**src/rtl/ddr_rx_pkg.sv**
```systemverilog
// Shared types and helpers for the DDR receive deserializer.
// Holds the aligner state encoding and the match-counter width function.
package ddr_rx_pkg;

    typedef enum logic [1:0] {
        HUNT,
        VERIFY,
        LOCKED
    } ddr_rx_state_t;

    function automatic int cnt_width(input int lock_count);
        return $clog2(lock_count + 1);
    endfunction

endpackage

```
**src/rtl/ddr_rx_fifo.sv**
```systemverilog
// Show-ahead synchronous FIFO with flush for aligned receive words.
// Head entry is always visible on rdata; a full FIFO accepts a push alongside a pop.
module ddr_rx_fifo #(
    parameter int WIDTH = 16,
    parameter int DEPTH = 4
) (
    input  logic             clk,
    input  logic             rst,
    input  logic             flush,
    input  logic             push,
    input  logic [WIDTH-1:0] wdata,
    input  logic             pop,
    output logic [WIDTH-1:0] rdata,
    output logic             full,
    output logic             empty
);

    localparam int AW = $clog2(DEPTH);

    logic [WIDTH-1:0] mem [DEPTH];
    logic [AW:0]      wr_ptr;
    logic [AW:0]      rd_ptr;
    logic             do_push;
    logic             do_pop;

    assign empty   = (wr_ptr == rd_ptr);
    assign full    = (wr_ptr[AW] != rd_ptr[AW]) &&
                     (wr_ptr[AW-1:0] == rd_ptr[AW-1:0]);
    assign do_pop  = pop && !empty;
    assign do_push = push && (!full || do_pop);
    assign rdata   = mem[rd_ptr[AW-1:0]];

    always_ff @(posedge clk or posedge rst) begin
        if (rst) begin
            wr_ptr <= '0;
            rd_ptr <= '0;
            for (int i = 0; i < DEPTH; i++) begin
                mem[i] <= '0;
            end
        end else if (flush) begin
            wr_ptr <= '0;
            rd_ptr <= '0;
        end else begin
            if (do_push) begin
                mem[wr_ptr[AW-1:0]] <= wdata;
                wr_ptr              <= wr_ptr + 1'b1;
            end
            if (do_pop) begin
                rd_ptr <= rd_ptr + 1'b1;
            end
        end
    end

endmodule

```
**src/rtl/ddr_rx_deser.sv**
```systemverilog
// DDR receive deserializer: dual-edge capture, training-word alignment,
// and a show-ahead FIFO feeding a valid/ready word stream.
module ddr_rx_deser
    import ddr_rx_pkg::*;
#(
    parameter int                      DATA_WIDTH = 8,
    parameter logic [2*DATA_WIDTH-1:0] TRAIN_WORD = 16'h5AC3,
    parameter int                      LOCK_COUNT = 4,
    parameter int                      FIFO_DEPTH = 4
) (
    input  logic                    clk,
    input  logic                    rst,
    input  logic [DATA_WIDTH-1:0]   ddr_in,
    input  logic                    relock,
    output logic [2*DATA_WIDTH-1:0] m_data,
    output logic                    m_valid,
    input  logic                    m_ready,
    output logic                    locked,
    output logic                    phase,
    output logic                    overflow
);

    localparam int             WW       = 2 * DATA_WIDTH;
    localparam int             CW       = cnt_width(LOCK_COUNT);
    localparam logic [CW-1:0]  LOCK_CNT = CW'(LOCK_COUNT);

    logic [DATA_WIDTH-1:0] pos_r;
    logic [DATA_WIDTH-1:0] neg_r;
    logic [WW-1:0]         cand0;
    logic [WW-1:0]         cand1;
    logic [WW-1:0]         sel;
    logic                  sel_train;

    ddr_rx_state_t state;
    logic [CW-1:0] cnt;
    logic [CW-1:0] cnt_inc;
    logic          phase_r;
    logic          overflow_r;

    logic          push_req;
    logic          pop;
    logic          fifo_full;
    logic          fifo_empty;

    always_ff @(posedge clk or posedge rst) begin
        if (rst) begin
            pos_r <= '0;
        end else begin
            pos_r <= ddr_in;
        end
    end

    always_ff @(negedge clk or posedge rst) begin
        if (rst) begin
            neg_r <= '0;
        end else begin
            neg_r <= ddr_in;
        end
    end

    // cand1 reaches the posedge flops from neg_r in half a cycle
    assign cand0     = {neg_r, pos_r};
    assign cand1     = {ddr_in, neg_r};
    assign sel       = phase_r ? cand1 : cand0;
    assign sel_train = (sel == TRAIN_WORD);
    assign cnt_inc   = cnt + 1'b1;

    assign push_req = (state == LOCKED) && !sel_train && !relock;
    assign pop      = m_valid && m_ready;

    always_ff @(posedge clk or posedge rst) begin
        if (rst) begin
            state      <= HUNT;
            cnt        <= '0;
            phase_r    <= 1'b0;
            overflow_r <= 1'b0;
        end else if (relock) begin
            state      <= HUNT;
            cnt        <= '0;
            overflow_r <= 1'b0;
        end else begin
            unique case (state)
                HUNT: begin
                    if (cand0 == TRAIN_WORD || cand1 == TRAIN_WORD) begin
                        phase_r <= (cand0 != TRAIN_WORD);
                        cnt     <= CW'(1);
                        state   <= (LOCK_COUNT == 1) ? LOCKED : VERIFY;
                    end
                end
                VERIFY: begin
                    if (sel_train) begin
                        cnt <= cnt_inc;
                        if (cnt_inc == LOCK_CNT) begin
                            state <= LOCKED;
                        end
                    end else begin
                        cnt   <= '0;
                        state <= HUNT;
                    end
                end
                LOCKED: begin
                    if (push_req && fifo_full && !pop) begin
                        overflow_r <= 1'b1;
                    end
                end
                default: begin
                    state <= HUNT;
                    cnt   <= '0;
                end
            endcase
        end
    end

    ddr_rx_fifo #(
        .WIDTH (WW),
        .DEPTH (FIFO_DEPTH)
    ) u_fifo (
        .clk   (clk),
        .rst   (rst),
        .flush (relock),
        .push  (push_req),
        .wdata (sel),
        .pop   (pop),
        .rdata (m_data),
        .full  (fifo_full),
        .empty (fifo_empty)
    );

    assign m_valid  = !fifo_empty;
    assign locked   = (state == LOCKED);
    assign phase    = phase_r;
    assign overflow = overflow_r;

endmodule
```
**config.mk**
```make
export PLATFORM = sky130hd
export DESIGN_NAME = ddr_rx_deser
export DESIGN_NICKNAME = d
export VERILOG_FILES = /design/src/rtl/ddr_rx_pkg.sv /design/src/rtl/ddr_rx_fifo.sv /design/src/rtl/ddr_rx_deser.sv
export SDC_FILE = /design/constraint.sdc
export NUM_CORES = 1
export LEC_CHECK = 0
export ABC_AREA = 0
export CORE_MARGIN = 2
export CORE_UTILIZATION = 43
export DETAILED_ROUTE_END_ITERATION = 7
export PLACE_DENSITY = 0.62
export SLEW_MARGIN = 10
export SYNTH_ARGS = -nofsm -noshare
export SYNTH_HDL_FRONTEND = slang
export SYNTH_SLANG_ARGS = --single-unit
```
**constraint.sdc**
```tcl
create_clock -name clk -period 4.4 [get_ports clk]
set_input_delay 1.32 -clock clk [delete_from_list [all_inputs] [get_ports clk]]
set_output_delay 1.32 -clock clk [all_outputs]
set_load 0.01 [all_outputs]
```
Word-level counts from Yosys, hierarchy flattened
Cells that the tools add are included.
Operators by class
  $add $sub $neg: 3
  $lt $le $gt $ge: 3
  equality and inequality tests: 13
  muxes and demuxes: 23
  bitwise operators: 3
  reduce and logical (&&, ||, !) cells: 26
Operator list (number)
  bitwise mux 64 bit: 1
  two-way mux 16 bit: 4
  equality test 16 x 15 -> 1 bit, second input constant: 3
  binary-select mux 16 bit (select 2 bit): 1
  demux 16 bit (select 2 bit): 1
  two-way mux 3 bit: 7
  inequality test 16 x 15 -> 1 bit, second input constant: 1
  adder 3 x 1 -> 3 bit, second input constant: 3
  logical AND 1 bit: 9
  one-hot mux 3 bit (3 select lines): 1
  two-way mux 2 bit: 4
  nonzero test 2 bit: 4
  greater-or-equal comparator 3 bit, second input constant: 2
  inverter 2 -> 3 bit: 2
  one-hot mux 2 bit (3 select lines): 1
  AND reduction 2 bit: 3
  AND reduction 3 bit: 2
  logical NOT 1 bit: 5
  inequality test 4 bit, second input constant: 1
  equality test 3 bit: 1
  equality test 3 bit, second input constant: 1
  less-than comparator 3 x 1 -> 1 bit, second input constant: 1
  two-way mux 1 bit: 3
  inequality test 3 bit, second input constant: 1
  8 further kinds: 9
Storage, ports and cells
  flip-flop bits (word level): 93
  input port bits: 12
  output and inout bits: 20

Logic depth before layout (Yosys ltp)
  depth after elaboration: 10
  gate-level depth with buffers: 7

Cells and area by module
Synthesis repeated with hierarchy kept, for this count alone.
Unflattened totals
  cells, all modules: 305
  area, all modules: 4571.9 µm²
By module, submodules not included
  ddr_rx_fifo: times used 1, cells each 210, area each 3423.3 µm²
  ddr_rx_deser: times used 1, cells each 95, area each 1148.6 µm²

==> impl_metrics.tcl <==
set metrics [dict create \
    status "completed" \
    criticalPathCategory "flop to flop" \
    place_area_um2 5286 \
    drt_iter0_drc 147 \
    dp_cells 473 \
    post_drt_wl_per_cell_um 18.87 \
    slew_violations 0 \
    num_rows 37 \
    synthXorXnorAreaFrac 0.009545 \
    cts_buffer_depth 2 \
    rr_worst_depth 6 \
    synth_cells 286 \
    wl_mm 9.264 \
    ir_drop_mv 0.1527 \
    grt_max_degree 25 \
    cts.sinks 93 \
    routed-via-count 2652 \
    drcViolationCount 0 \
    postCtsHoldBufs 0 \
    dp_slack_ps -61.57 \
    ys_ff_latch 93 \
    chipHeight_um 107.3 \
    io_buffers 31 \
    leakagePower_nw 2.603 \
    synth_area_um2 4588 \
    hp-class "flop to flop" \
    grt_pass1_wl_mm 15.62 \
    path_max_fanout 10 \
    core_area_um2 10320 \
    synth_mux_area_frac 0.3090 \
    synth-compound-area-share 0.04036 \
    cts_tree "done" \
    relSlewSlack 0.3819 \
    end_kind "flop" \
    fin_cells 491 \
    synthDistinctLibCells 51 \
    grt-ovfl-total 0 \
    htreeDepth 3 \
    setup_viol 0 \
    cts_buffers 9 \
    clock_latency_ps 350 \
    gp_congestion 0.8156 \
    cpPeakStageDelay_ps 410 \
    tightest_slew_ps 927.1 \
    synth_edf_count 0 \
    ys_seq_area_frac 0.5072 \
    antenna_found_initial 0 \
    cp.depth 6 \
    post-route-util 0.5335 \
    ys_async_sr_fraction 1.000 \
    hold_depth 1 \
    setup_tns_ps 0 \
    synth-simple-area-share 0.08317 \
    crit_arrival_ps 4590 \
    finalWorstSetupSlack_ps 39.39 \
    synthAdderAreaFrac 0.01909 \
    crit_chain "or3b_4, nor4b_4, o221ai_4, nand3_4, buf_12, mux2_2" \
    grt_usage 0.1770 \
    clockRootBuffer "clkbuf_8" \
    synth_nets 305 \
    finalInstanceArea_um2 5508 \
    dieArea_um2 11510 \
    layout_common_cells "dfrtp_1, mux2_4, mux2_2, clkdlybuf4s50_1, buf_4" \
    clk_pin_slew_ps 80 \
    drive_gt1_frac 0.4310 \
    finalNetCount 370 \
    drtPass1Iterations 4 \
    nFillCells 865 \
    synth_warnings 0 \
    syn_area_per_cell_um2 16.04 \
    antenna_left 0 \
    antenna_cells 0 \
    max_cap_violations 0 \
    worstSetupStartpointType "flop" \
    ys.flop_type "dfrtp_1" \
    place_hpwl_mm 6.590 \
    cp_num_buf_inv 1 \
    synth_top_family_by_area "multiplexers" \
    final_common_cell "dfrtp_1" \
    clock_skew_ps 25.91 \
    io_pins 32 \
    die_x_um 107.3 \
    cpLargestDelayFamily "simple AND/OR/NAND/NOR gates" \
    cp_slowest_cell "dfrtn_1" \
    p_per_area_nw_per_um2 294.5 \
    viasPerCell 5.401 \
    hold_viol 0 \
    rsz0062_at_grt "yes" \
    area_growth_pct 20.04 \
    grt_pass1_vias 2850 \
    start_util 0.4444 \
    cp.required_ps 4630 \
]
## cell families after synthesis
family / Yosys count
simple gates: 45
buf+inv: 18
compound gates: 23
flops: 93
mux: 95
xor+xnor: 5
fa+ha+maj: 7
## Yosys cell counts, drive strengths merged, types with 2 or more instances
cell	count	area, um^2
a31oi	2	12.51
nor4	3	31.28
or3b	3	28.78
xnor2	2	17.52
dfrtn	8	200.2
mux4	16	382.9
nor3	3	26.28
clkbuf	2	7.510
nand4bb	2	22.52
ha	7	87.58
nand2b	6	37.54
nor3b	2	15.01
dfrtp	85	2127
nand2	6	22.52
xor2	3	26.28
o221ai	4	52.56
o21ai	2	10.01
nand3	8	90.09
buf	9	111.4
mux2	78	1025
a211o	2	17.52
inv	7	26.28
nor2	4	15.01
nand3b	2	15.01
nor4b	2	38.78
a21oi	5	25.02
## metrics by stage
stage	hold slack [ps]	power [mW]
floorplan	463.8	0.9932
global placement	477.7	1.064
detailed placement	490.0	1.067
CTS	507.7	1.645
global route	523.3	1.698
finish	507.8	1.622
## power breakdown
part           switching [mW]  leakage [nW]  internal (mW)
registers              0.0184          1.25          0.884
clock network           0.294        0.0931          0.278
logic                  0.0613          1.26         0.0853
## per-layer routing
metal | up-vias | GRT usage | part of all wire
met4 | 0 | 0.03154 | 0.0057
met2 | 42 | 0.2839 | 0.48
met3 | 4 | 0.03390 | 0.029
met5 | - | 0 | 0
met1 | 1398 | 0.2543 | 0.48
li1 | 1208 | - | -
## final timing paths
check	startpoint	to	slack (ps)
max in group asynchronous	rst	neg_r[3]	620
worst max-delay path	neg_r[7]	u_fifo.mem[14]	40
worst min register to register	cnt[2]	cnt[2]	510
worst min-delay path	cnt[2]	cnt[2]	510
worst max register to register	neg_r[7]	u_fifo.mem[14]	40
min in group asynchronous	rst	u_fifo.mem[17]	1340
## area by class of cell
type	instances	area, um^2	area share
well taps	136	170.2	0.03090
clock buffers	12	145.1	0.02635
multi-input cells	175	2123	0.3855
clock inverters	3	46.29	0.008405
inverters	7	30.03	0.005452
repair buffers	65	665.6	0.1209
flip-flops and latches	93	2327	0.4225
## what timing repair did
action                                  4_1_cts  5_1_grt
pin swaps                                     6        0
endpoints found under the setup margin       63        9
endpoints found under the hold margin         0        0
setup buffers                                 2        1
resized for setup                             0        2
## flip-flops by register name, indices dropped and copies added (netlist names)
register,flops
cnt,3
neg_r,8
overflow,1
phase,1
pos_r,8
state,2
u_fifo.mem,64
u_fifo.rd_ptr,3
u_fifo.wr_ptr,3
Power figures use the tool's default switching activity.
